## config.mk

```make
export PLATFORM = sky130hd
export DESIGN_NAME = ipnuma_rx_parser
export DESIGN_NICKNAME = d
export VERILOG_FILES = /design/src/rtl/ipnuma_rx_parser_pkg.sv /design/src/rtl/ipnuma_lane_detect.sv /design/src/rtl/ipnuma_rx_parser.sv
export SDC_FILE = /design/constraint.sdc
export NUM_CORES = 1
export LEC_CHECK = 0
export BUFFER_PORTS_ARGS = -buffer_cell sky130_fd_sc_hd__buf_2
export CAP_MARGIN = 20
export CORE_UTILIZATION = 45
export CTS_CLUSTER_SIZE = 30
export DETAILED_ROUTE_END_ITERATION = 8
export PLACE_DENSITY = 0.75
export SYNTH_ARGS = -nofsm -noshare
export SYNTH_HDL_FRONTEND = slang
export SYNTH_SLANG_ARGS = --single-unit
export TNS_END_PERCENT = 50
```

## constraint.sdc

```tcl
create_clock -name sys_clk -period 2 [get_ports sys_clk]
set_input_delay 0.4 -clock sys_clk [delete_from_list [all_inputs] [get_ports sys_clk]]
set_output_delay 0.4 -clock sys_clk [all_outputs]
set_load 0.005 [all_outputs]
```

## src/rtl/ipnuma_rx_parser_pkg.sv

```systemverilog
// ipnuma_rx_parser_pkg: shared XGMII/header constants, frame word indices and parser state encoding
package ipnuma_rx_parser_pkg;
   localparam logic [7:0]  XGMII_START    = 8'hFB;
   localparam logic [7:0]  XGMII_TERM     = 8'hFD;
   localparam logic [15:0] ETHERTYPE_IPV4 = 16'h0800;
   localparam logic [7:0]  IP_PROTO_UDP   = 8'h11;
   localparam logic [3:0]  W_TYPE         = 4'd2;
   localparam logic [3:0]  W_PROTO        = 4'd3;
   localparam logic [3:0]  W_MAGIC        = 4'd6;
   localparam logic [3:0]  W_ADDR         = 4'd7;
   localparam logic [3:0]  W_DATA         = 4'd8;
   localparam logic [3:0]  W_BE           = 4'd9;
   typedef enum logic [2:0] {S_IDLE, S_HDR, S_EMIT, S_TAIL, S_DISCARD} state_t;
   function automatic logic [63:0] bswap64(input logic [63:0] x);
      logic [63:0] r;
      for (int i = 0; i < 8; i++) r[8*i +: 8] = x[56 - 8*i +: 8];
      return r;
   endfunction
endpackage

```

## src/rtl/ipnuma_lane_detect.sv

```systemverilog
// ipnuma_lane_detect: combinational XGMII start (lane0) and terminate (any lane) detection on a FIFO word
module ipnuma_lane_detect
   import ipnuma_rx_parser_pkg::*;
(
   input  logic [71:0] dout,
   output logic        start,
   output logic        term
);
   logic [7:0] t;
   for (genvar i = 0; i < 8; i++) begin : g_lane
      assign t[i] = dout[64 + i] && dout[8*i +: 8] == XGMII_TERM;
   end
   assign start = dout[64] && dout[7:0] == XGMII_START;
   assign term = |t;
endmodule

```

## src/rtl/ipnuma_rx_parser.sv

```systemverilog
// ipnuma_rx_parser: parses XGMII-RX FIFO frames and issues one remote write per valid IPNUMA frame; IPNUMA_RX_STATS_EN enables frame counters
`ifndef MAGIC_CODE
`define MAGIC_CODE 32'h5AA51234
`endif
module ipnuma_rx_parser
   import ipnuma_rx_parser_pkg::*;
#(
   parameter logic [31:0] MAGIC = `MAGIC_CODE
) (
   input  logic        sys_clk,
   input  logic        sys_rst_n,
   input  logic [71:0] dout,
   input  logic        empty,
   output logic        rd_en,
   output logic        req_valid,
   input  logic        req_ready,
   output logic [63:0] req_addr,
   output logic [63:0] req_data,
   output logic [7:0]  req_be,
   output logic [15:0] frames_ok,
   output logic [15:0] frames_drop
);
   state_t     state, state_n;
   logic [3:0] w, w_n;
   logic       start, term, term9, hdr_pop, chk_fail;
   ipnuma_lane_detect u_lane (.dout(dout), .start(start), .term(term));
   assign rd_en = sys_rst_n && state != S_EMIT && !empty;
   assign req_valid = state == S_EMIT;
   assign hdr_pop = state == S_HDR && rd_en && !start;
   assign chk_fail = (w == W_TYPE && {dout[39:32], dout[47:40]} != ETHERTYPE_IPV4) ||
                     (w == W_PROTO && dout[63:56] != IP_PROTO_UDP) ||
                     (w == W_MAGIC && {dout[23:16], dout[31:24], dout[39:32], dout[47:40]} != MAGIC);
   // next state and word index; a start word always restarts parsing at w=1
   always_comb begin
      state_n = state;
      w_n = w;
      if (state == S_EMIT) begin
         if (req_ready) state_n = term9 ? S_IDLE : S_TAIL;
      end else if (rd_en) begin
         if (start) begin
            state_n = S_HDR;
            w_n = 4'd1;
         end else if (state == S_HDR) begin
            w_n = (w == 4'hF) ? w : w + 4'd1;
            if (term && (w != W_BE || dout[64])) state_n = S_IDLE;
            else if (chk_fail || (w == W_BE && dout[64])) state_n = S_DISCARD;
            else if (w == W_BE) state_n = S_EMIT;
         end else if (term && state != S_IDLE) state_n = S_IDLE;
      end
   end
   // state register and payload capture; request fields only change while parsing headers
   always_ff @(posedge sys_clk) begin
      if (!sys_rst_n) begin
         state <= S_IDLE;
         w <= '0;
         term9 <= 1'b0;
         req_addr <= '0;
         req_data <= '0;
         req_be <= '0;
      end else begin
         state <= state_n;
         w <= w_n;
         if (hdr_pop && w == W_ADDR) req_addr <= bswap64(dout[63:0]);
         if (hdr_pop && w == W_DATA) req_data <= bswap64(dout[63:0]);
         if (hdr_pop && w == W_BE) begin
            req_be <= dout[7:0];
            term9 <= term;
         end
      end
   end
`ifdef IPNUMA_RX_STATS_EN
   logic ok_inc, drop_inc;
   assign ok_inc = state == S_EMIT && req_ready;
   assign drop_inc = state == S_HDR && rd_en && (start || state_n == S_IDLE || state_n == S_DISCARD);
   // wrapping accepted/discarded frame counters
   always_ff @(posedge sys_clk) begin
      if (!sys_rst_n) begin
         frames_ok <= '0;
         frames_drop <= '0;
      end else begin
         frames_ok <= frames_ok + {15'd0, ok_inc};
         frames_drop <= frames_drop + {15'd0, drop_inc};
      end
   end
`else
   assign frames_ok = 16'h0;
   assign frames_drop = 16'h0;
`endif
endmodule

```

# ---- Word-level counts from Yosys, hierarchy flattened
# Index checks and enable logic that the tools add are counted.
dict set report word_totals {
  reg_bits 144
  wordCells 82
  out_inout_bits 170
}
dict set report classes {
  n_addsub 1
  reduce_logical 35
  mux 13
  n_eq_ne 26
  bitwise 1
}
# operator count
set ops {}
lappend ops {{== test 8 bit, second input constant} 9}
lappend ops {{!= test 32 x 31 -> 1 bit, second input constant} 1}
lappend ops {{two-way mux 3 bit} 9}
lappend ops {{logical AND 1 bit} 22}
lappend ops {{!= test 16 x 12 -> 1 bit, second input constant} 1}
lappend ops {{== test 4 bit, second input constant} 3}
lappend ops {{two-way mux 4 bit} 3}
lappend ops {{== test 4 x 2 -> 1 bit, second input constant} 2}
lappend ops {{== test 4 x 3 -> 1 bit, second input constant} 2}
lappend ops {{!= test 8 x 5 -> 1 bit, second input constant} 1}
lappend ops {{AND reduction 4 bit} 2}
lappend ops {{OR reduction 8 bit} 1}
lappend ops {{!= test 6 x 3 -> 1 bit, second input constant} 1}
lappend ops {{adder 4 x 1 -> 4 bit, second input constant} 1}
lappend ops {{logical OR 1 bit} 4}
lappend ops {{!= test 4 bit, second input constant} 1}
lappend ops {{nonzero test 2 bit} 2}
lappend ops {{nonzero test 4 bit} 1}
lappend ops {{== test 3 x 1 -> 1 bit, second input constant} 1}
lappend ops {{== test 3 x 2 -> 1 bit, second input constant} 1}
lappend ops {{!= test 3 x 2 -> 1 bit, second input constant} 1}
lappend ops {{nonzero test 3 bit} 1}
lappend ops {{zero test 1 bit} 2}
lappend ops {{two-way mux 2 bit} 1}
lappend ops {{3 further kinds} 3}

# ---- Depth between registers and ports, before layout
# Gate-level depths: netlist (run 1).
dict set report depth {
  word_depth 11
  depth_mapped 10
}

# ---- Cells and area by module
# A second synthesis (run 1) with hierarchy kept.
dict set report hier_totals {
  cells_unflattened 741
  hier_area_um2 5849.4
}
# module area_each_um2 n_inst seq_area_each_um2 cells_per_inst
set by_module_without_submodules {}
lappend by_module_without_submodules {ipnuma_rx_parser 5656.7 1 2882.8 705}
lappend by_module_without_submodules {ipnuma_lane_detect 192.7 1 0.0 36}

# ---- Worst setup path after synthesis (run 1)
# Ideal clock, no wire load.
dict set report synth_timing {
  path_kind {input-to-reg}
  from {in dout[3]}
  to {reg req_addr[33]}
  path_stages 9
  path_buffers 2
  setup_ns 0.116
  setup_slack_ns 0.141
  t_arrival_ns 1.742
  cell_sequence {nand3_1 -> nor4b_4 -> nor2_1 -> nand2_4 -> or3_1 -> buf_6 -> buf_4 -> nand2_1 -> a21boi_1}
}
dict set report synth_between {
  elab_chain_len 5
}
# item line_no
set synth_rtl {}
lappend synth_rtl {{from (decl)} ipnuma_rx_parser.sv:12} ;# input logic [71:0] dout,
lappend synth_rtl {{== test 8 bit} ipnuma_lane_detect.sv:13} ;# assign start = dout[64] && dout[7:0] == XGMII_START;
lappend synth_rtl {{logical AND 1 bit} ipnuma_lane_detect.sv:13}
lappend synth_rtl {{zero test 1 bit} ipnuma_rx_parser.sv:29} ;# assign hdr_pop = state == S_HDR && rd_en && !start;
lappend synth_rtl {{logical AND 1 bit} ipnuma_rx_parser.sv:29}
lappend synth_rtl {{logical AND 1 bit} ipnuma_rx_parser.sv:63} ;# if (hdr_pop && w == W_ADDR) req_addr <= bswap64(dout[63:0]);
lappend synth_rtl {{to (signal assigned)} ipnuma_rx_parser.sv:63}
lappend synth_rtl {{to (decl)} ipnuma_rx_parser.sv:17} ;# output logic [63:0] req_addr,
# Every way passes these cells.
# A chain may end at the register's enable or synchronous reset.

# ---- Worst setup path after layout (run 1)
dict set report layout_timing {
  from {reg state[0]}
  to {out rd_en}
}
dict set report layout_between {
  elab_chain_len 3
}
# item line_no
set layout_rtl {}
lappend layout_rtl {{from (decl)} ipnuma_rx_parser.sv:23} ;# state_t state, state_n;
lappend layout_rtl {{from (signal assigned)} ipnuma_rx_parser.sv:61} ;# state <= state_n;
lappend layout_rtl {{!= test 3 x 2 -> 1 bit} ipnuma_rx_parser.sv:27} ;# assign rd_en = sys_rst_n && state != S_EMIT && !empty;
lappend layout_rtl {{logical AND 1 bit (2 in a row)} ipnuma_rx_parser.sv:27}
lappend layout_rtl {{to (decl)} ipnuma_rx_parser.sv:14} ;# output logic rd_en,
# Every way passes these cells.

==> qor.csv, run 1 <==
metric;value;unit
outcome;finished, final reports clean;
Hold Path Depth;3;
H-tree Lvls;4;
cell count after synthesis;736;
yosys warns;0;
first-pass iteration count of the detailed router;5;
synth top area cells;dfxtp_1 (46%), nand2_1 (16%), a21boi_1 (12%);
GRT overflow;0;
fmax;0.5102;GHz
delay-heaviest family, CP;simple AND/OR/NAND/NOR gates;
flop-to-flop setup slack;90;ps
Final Slew Violations;0;
slowest cell delay on critical path;370;ps
post-synthesis area per instance;8.497;um^2
die height;119.9;um
Seq cells post-synth;144;
WL/cell;14.23;um
post-DP HPWL;12.12;mm
critical path type;flop to output port;
initial antenna violation count;0;
largest net degree at the start of global routing;147;
DRT antenna net count;0;
clock buffer depth;2;
core area;13400;um^2
most frequent cells in the layout;nand2_1 (268), buf_2 (212), dfxtp_1 (141);
unique cell type count in the Yosys netlist;47;
Crit Path Max Fanout;6;
CTS tree;done;
post-route minimum period;1960;ps
worst path cell trace;nor3b_4 > nor2_4 > and2_4 > buf_4 > buf_2;
Most used DFF post-synth;dfxtp_1;
GRT Util Overall;24.16;%
Worst Hold Class;primary input to flop;
Max VDD drop;0.0009514;V
via count;5880;
Leak;0.003773;uW
WL final;17.12;mm
final hold violations;0;
period utilization;97.99;%
num rows;42;
Synth top area share;46.10;%
DRC;0;
Post-synth EDFFs;0;
die width;119.9;um
CTS Hold Bufs;0;
Clock transition at path regs;60;ps
setup total negative slack;0;ps
Critical Path Sink Type;output port;
RePlAce Congestion;0.8502;
IO Port Bufs;213;
Reg2Reg Depth;8;
Synth-to-Final Area Change;37.98;%
Seq/Total Area, Yosys;46.10;%
first-pass GRT wire length;27.19;mm
Setup Skew;6.281;ps
final net count;1094;
Setup crit start kind;flop;
cell count along the critical path;5;
fin util;64.39;%
worst path required time;1600;ps
Initial DRC Count;340;
clock sink count;144;
WP buf/inv;2;
DR vias/cell;4.888;
leading area contributor after synthesis;dfxtp_1;
CTS Buf Count;17;
Worst-Margin Slew;663.3;ps
Root Driver;clkbuf_16;
Critical Path AT;1560;ps
clock latency on the worst-skew pair;420;ps
Synth Cell Area;6253;um^2
I/O pins;246;
final setup fails;0;
slowest stage cell, crit path;dfxtp_4;
n_diodes;0;
pwr/cell area;745.5;nW/um^2
max_cap viols;0;
Rel. slew slack;55.44;%
Starting Density;46.67;%
Die ar.;14370;um^2
layout cells sized above 1;34.57;%
number of global-route vias before repair;5546;
share of flip-flops with an asynchronous set or reset;0;%
most common cell after layout, fill and taps aside;nand2_1;
metrics by stage:
step	worst slack [ps]	hold WS (ps)	area (um^2)	power, uW	std cells
after floorplan	141.2	451.4	6370	3083	767
after global placement	-269.3	437.0	7980	3279	1170
after detailed placement	-364.0	441.5	7980	3279	1170
after CTS	-46.09	230.8	8591	6494	1202
after global routing	-7.258	242.1	8628	6655	1203
final	40.14	249.5	8628	6432	1203
worst register-to-register path, stage by stage (launching register included):
cell and delay, ps:
dfxtp_2 350, nor2_1 140, nand2_1 100, nor2_2 200, nand2_4 80, or3_2 540
buf_4 240, nand2_1 100, a21boi_1 60
final timing paths:
| kind | from | to |
|---|---|---|
| hold reg to reg | req_addr[22]$_SDFFE_PN0P_ | req_addr[22]$_SDFFE_PN0P_ |
| setup reg to reg | state[2]$_SDFFE_PN0P_ | req_addr[38]$_SDFFE_PN0P_ |
| setup / recovery | state[0]$_SDFFE_PN0P_ | rd_en |
| hold / removal | dout[19] | req_data[43]$_SDFFE_PN0P_ |
Yosys cell counts (2+ instances only):
cell type	count
nor4b_1	3
and4_1	3
buf_2	14
nor4_1	4
a21oi_1	6
buf_6	6
nand2_1	268
nand4_1	8
nor2b_1	13
nand4_2	3
inv_1	4
dfxtp_1	144
a21boi_1	99
mux2i_1	10
or4_1	3
nand4b_1	2
nand2b_1	2
buf_4	38
a31oi_1	2
clkbuf_1	17
nand3b_1	4
nor3_1	5
nor2_4	2
ha_1	4
and2_1	2
nor2_1	9
a21boi_0	32
o21ai_0	4
nand3_1	7
what timing repair did:
item,CTS,global route
endpoints found under the setup margin,24,63
resized for setup,2,9
buffers inserted,0,1
pin swaps,0,2
final cells by class:
type | instances | area [um^2]
Fill cell | 1178 | 4772
Multi-Input combinational cell | 544 | 3020
Sequential cell | 144 | 2889
Timing Repair Buffer | 303 | 1877
Clock buffer | 19 | 442.9
Tap cell | 176 | 220.2
Clock inverter | 13 | 163.9
Inverter | 4 | 15.01
report_power, final:
group | internal [uW] | total [uW] | leakage (uW) | switching (uW)
clock | 2000 | 3210 | 0.000293 | 1220
sequential | 2870 | 2870 | 0.00116 | 0.0587
combinational | 189 | 354 | 0.00232 | 165
total | 5050 | 6430 | 0.00377 | 1380
sequential cells by signal (all words and copies together) (netlist names):
signal / cells
term9: 1
state: 3
req_data: 64
w: 4
req_be: 8
req_addr: 64
layer usage:
metal / up-vias / GRT usage, % / share of wire (%)
met4: 0 / 7.422 / 1.4
met3: 14 / 8.175 / 7.3
met1: 2731 / 29.73 / 42
li1: 2937 / - / -
met5: - / 0 / 0
met2: 198 / 39.70 / 49
cell families (layout without fill, tap and decap cells):
group	Yosys count	count (layout)	synth area share, %
adders and majority gates	4	4	0.8004
other	1	32	0.05997
AOI/OAI and AO/OA	150	150	18.09
muxes	10	10	1.601
DFF	144	144	46.10
and+or+nand+nor	348	348	25.33
buffers and inverters	79	339	8.023
No activity file was read; power rests on OpenSTA's default activity.
==> run 2, diff against run 1 <==
CELL_PAD_IN_SITES_DETAIL_PLACEMENT = 1   (was not set)
CELL_PAD_IN_SITES_GLOBAL_PLACEMENT = 2   (was not set)
CORE_UTILIZATION = 27   (was 45)
PLACE_DENSITY = not set   (was 0.75)
PLACE_DENSITY_LB_ADDON = 0.1   (was not set)
==> qor.csv, run 2 (synthesis results as in run 1) <==
metric;value;unit
n_diodes;0;
Setup Skew;10.12;ps
Critical Path Sink Type;output port;
Worst-Margin Slew;560.4;ps
switch share;23.38;%
final worst slack;48.16;ps
layout cells sized above 1;35.24;%
most common cell after layout, fill and taps aside;nand2_1;
CTS tree;done;
first-pass GRT wire length;33.87;mm
critical path type;flop to output port;
pre-CTS WS;-357.7;ps
DRC;0;
via count;6020;
I/O pins;246;
post-DP HPWL;15.58;mm
die width;154.2;um
Flop pwr share;45.4;%
Die ar.;23770;um^2
clock share of power;48.8;%
GRT overflow;0;
Synth-to-Final Area Change;40.20;%
Comb power frac;5.9;%
Worst Hold Class;primary input to flop;
Final Slew Violations;0;
Crit Path Max Fanout;6;
Max VDD drop;0.0004628;V
Internal Power;4845;uW
core area;22710;um^2
most frequent cells in the layout;nand2_1 (268), buf_2 (212), dfxtp_1 (138);
WL final;21.85;mm
Initial DRC Count;183;
period utilization;97.59;%
P_sw;1478;uW
slowest stage cell, crit path;dfxtp_2;
post-route minimum period;1952;ps
largest net degree at the start of global routing;147;
clock buffer depth;2;
Crit Reg-Reg Startpoint;w[1]$_SDFFE_PN0P_;
worst reg2reg path endpoint;state[1]$_SDFFE_PN0P_;
top sig layer;met5;
first-pass iteration count of the detailed router;4;
worst path required time;1600;ps
Routed met2 length;10.68;mm
routed wl met3;980;um
H-tree Lvls;4;
Leak;0.003773;uW
Placed Instances;1282;
DRT antenna net count;0;
Rel. slew slack;62.64;%
initial antenna violation count;3;
slowest cell delay on critical path;350;ps
RSZ-0062 raised after global routing;yes;
IO Port Bufs;213;
flop-to-flop setup slack;130;ps
Hold Path Depth;3;
clock sink count;144;
fmax;0.5123;GHz
final setup fails;0;
Setup crit start kind;flop;
Clock transition at path regs;60;ps
Regs by FF count;req_addr: 64 flops, req_data: 64 flops, req_be: 8 flops;
Root Driver;clkbuf_16;
M1 WL;9.682;mm
number of global-route vias before repair;6112;
clock latency on the worst-skew pair;420;ps
Critical Path AT;1550;ps
Starting Density;27.54;%
WHS;254.7;ps
worst path cell trace;nor3b_4 > nor2_4 > and2_4 > buf_4 > buf_2;
RePlAce Congestion;0.8093;
die height;154.2;um
DR vias/cell;4.568;
CTS Buf Count;17;
final net count;1100;
final hold violations;0;
pwr/cell area;721.1;nW/um^2
Post-Layout Cell Count;1318;
outcome;finished, final reports clean;
WL/cell;16.58;um
Reg2Reg Depth;6;
max_cap viols;0;
Crit. Startpoint;state[0]$_SDFFE_PN0P_;
CP Capture Point;rd_en;
GRT Util Overall;18.34;%
num rows;55;
-- run 2: changes by cell type in the layout (fill, tap and decap cells not counted), sizes merged --
cell	previous run	this run
buf	303	308
bufinv	3	1
clkbuf	19	21
clkinv	8	4
clkinvlp	2	5
inv	4	6
-- run 2: power by group through the flow --
| stage | sequential [uW] | combinational [uW] | clock, uW |
|---|---|---|---|
| floorplan | 2930 | 152 | 0 |
| global placement | 2930 | 369 | 0 |
| detailed placement | 2930 | 372 | 0 |
| CTS | 2870 | 375 | 3180 |
| global route | 2870 | 405 | 3310 |
| finish | 2870 | 372 | 3080 |
-- run 2: how the worst min path moves through the flow --
stage                                   start                         to  slack [ps]
floorplan           req_addr[10]$_SDFFE_PN0P_  req_addr[10]$_SDFFE_PN0P_         450
global placement    req_data[28]$_SDFFE_PN0P_  req_data[28]$_SDFFE_PN0P_         440
detailed placement  req_addr[44]$_SDFFE_PN0P_  req_addr[44]$_SDFFE_PN0P_         450
CTS                                  dout[49]   req_data[9]$_SDFFE_PN0P_         230
global route                         dout[49]   req_addr[9]$_SDFFE_PN0P_         260
finish                               dout[49]   req_data[9]$_SDFFE_PN0P_         250
-- run 2: routing by layer --
| metal | vias up | GRT usage (%) |
|---|---|---|
| met1 | 2868 | 22.35 |
| met2 | 160 | 31.60 |
| li1 | 2953 | - |
| met3 | 35 | 4.343 |
| met4 | 4 | 6.238 |
| met5 | - | 0 |
-- run 2: critical path: cells and delay by family, from the launching register on --
kind / cells / cell delay [ps]
buf+inv: 2 / 280
flops: 1 / 350
simple gates: 3 / 500
-- run 2: layout make-up --
class	instances	area, um^2
tap	285	356.6
fill	2766	13940
inverter	4	15.01
clock buffer	20	456.7
clock inverter	12	108.9
timing repair buffer	309	1919
multi-input combinational	544	3020
sequential	144	2890
-- run 2: stage by stage --
stage,TNS [ps],instance area (um^2),power (uW),util (%)
finish,0,8767,6322,38.61
global route,-32.77,8767,6579,38.61
global placement,-10990,8127,3300,35.79
detailed placement,-12700,8127,3303,35.79
CTS,0,8706,6422,38.34
floorplan,0,6370,3083,-
-- run 2: timing repair --
item                       4_1_cts  5_1_grt
resized for setup                4        7
hold buffers                     0        0
cloned                           0        1
setup endpoints to repair        1       48
buffers inserted                 1        2
pin swaps                        1        2
==> run 3, diff against run 2 <==
==> constraint.sdc (replaced) <==
create_clock -name sys_clk -period 2 [get_ports sys_clk]
set_input_delay 0.4 -clock sys_clk [delete_from_list [all_inputs] [get_ports sys_clk]]
set_output_delay 0.4 -clock sys_clk [all_outputs]
set_load 0.05 [all_outputs]
==> qor.csv, run 3 (synthesis results as in run 1) <==
metric;value;unit
Critical Path AT;1550;ps
WP buf/inv;1;
Critical Path Sink Type;output port;
CTS Buf Count;17;
Regs by FF count;req_addr: 64 flops, req_data: 64 flops, req_be: 8 flops;
critical path type;flop to output port;
Final Slew Violations;0;
RePlAce Congestion;0.7691;
initial antenna violation count;3;
H-tree Lvls;4;
core area;22710;um^2
Leak;0.003795;uW
Rel. slew slack;54.76;%
final hold violations;0;
I/O pins;246;
Seq. cell area;2893;um^2
fmax;0.5126;GHz
Initial DRC Count;175;
num rows;55;
slowest stage cell, crit path;dfxtp_4;
Placed Instances;1282;
Post-Layout Cell Count;1320;
Hold Startpoint;dout[58];
pwr/cell area;755.9;nW/um^2
WL/cell;17.03;um
CTS tree;done;
post-route minimum period;1951;ps
area of the multi-input gates;3028;um^2
delay-heaviest family, CP;simple AND/OR/NAND/NOR gates;
DRC;0;
Max VDD drop;0.0004446;V
final net count;1101;
period utilization;97.54;%
RSZ-0062 raised after global routing;yes;
via count;6053;
most frequent cells in the layout;nand2_1 (268), buf_2 (210), dfxtp_1 (138);
Crit Reg-Reg Startpoint;state[1]$_SDFFE_PN0P_;
Worst-Margin Slew;673.4;ps
DR vias/cell;4.586;
GRT Util Overall;18.70;%
worst path required time;1600;ps
die height;154.2;um
Fillers;2701;
largest net degree at the start of global routing;147;
Worst Hold Class;primary input to flop;
Root Driver;clkbuf_16;
Synth-to-Final Area Change;41.78;%
clock sink count;144;
fin util;39.04;%
CTS Hold Bufs;0;
most common cell after layout, fill and taps aside;nand2_1;
die width;154.2;um
layout cells sized above 1;35.24;%
max_cap viols;0;
worst path cell trace;nor3b_4 > nor2_4 > and2_4 > buf_4;
Crit. Startpoint;state[1]$_SDFFE_PN0P_;
post-DP HPWL;16.15;mm
Setup Skew;10.45;ps
GRT overflow;0;
Starting Density;27.54;%
clock latency on the worst-skew pair;420;ps
Die ar.;23770;um^2
Setup crit start kind;flop;
final setup fails;0;
outcome;finished, final reports clean;
clock buffer depth;2;
DRT antenna net count;0;
first-pass iteration count of the detailed router;4;
number of global-route vias before repair;6373;
WL final;22.48;mm
IO Port Bufs;213;
slowest cell delay on critical path;370;ps
Clock transition at path regs;60;ps
Crit Path Max Fanout;5;
first-pass GRT wire length;34.52;mm
==> run 3: changes by cell type in the layout (fill, tap and decap cells not counted), moves of 2 or more <==
cell	change
buf_2	-2
diode_2	+2
bufinv_16	+2
clkinv_2	-3
a21boi_0	-2
buf_6	+2
==> run 3: cell type report <==
cell class	instances	share of cell area [%]
Multi-Input combinational cell	544	34.15
Sequential cell	144	32.63
Timing Repair Buffer	310	22.07
Clock buffer	20	5.151
Tap cell	285	4.022
Clock inverter	11	1.750
Inverter	4	0.1693
Antenna cell	2	0.05645
==> run 3: metrics by stage <==
step	setup slack (ps)	area [um^2]	total power, uW	setup TNS [ps]	hold slack, ps
final	49.23	8866	6702	0	261.2
after global routing	-45.75	8864	6954	-548.8	263.6
after CTS	-8.895	8758	6788	-8.895	249.6
after detailed placement	-306.9	8140	3425	-16750	441.9
after global placement	-227.7	8140	3420	-8754	434.2
after floorplan	-24.60	6400	3213	-1476	479.2
==> run 3: worst paths after layout <==
check,end,slack [ps],depth (start not counted)
hold reg to reg,req_addr[31]$_SDFFE_PN0P_,450,2
hold / removal,req_addr[2]$_SDFFE_PN0P_,260,3
setup / recovery,rd_en,50,4
setup reg to reg,req_addr[3]$_SDFFE_PN0P_,60,10
==> run 3: worst reg2reg max path, cell delays in order, from the launching register on <==
cell and delay [ps]:
dfxtp_4 360, nor3b_4 170, nor2_4 130, and2_4 200, nand2_8 50, buf_4 160, nor3_4 220, buf_6 170
buf_12 160, nand2_1 80, a21boi_0 170
==> run 3: report_power, final <==
| part | internal, uW | total (uW) | switching [uW] |
|---|---|---|---|
| Clock | 2030 | 3340 | 1310 |
| Combinational | 197 | 496 | 299 |
| Sequential | 2870 | 2870 | 0.0642 |
==> run 3: per-layer routing <==
layer	track usage, %	wire (um)	share of wire, %	vias up
met5	0	13	0.058	-
met4	6.286	329	1.5	2
met2	32.64	10950	49	165
met1	22.60	10050	45	2913
li1	-	-	-	2949
met3	4.203	1138	5.1	24
==> run 3: repair_timing <==
action,4_1_cts,5_1_grt
setup buffers,0,3
setup endpoints to repair,4,65
gates resized for setup,2,13
cloned,0,2
pin swaps,0,2
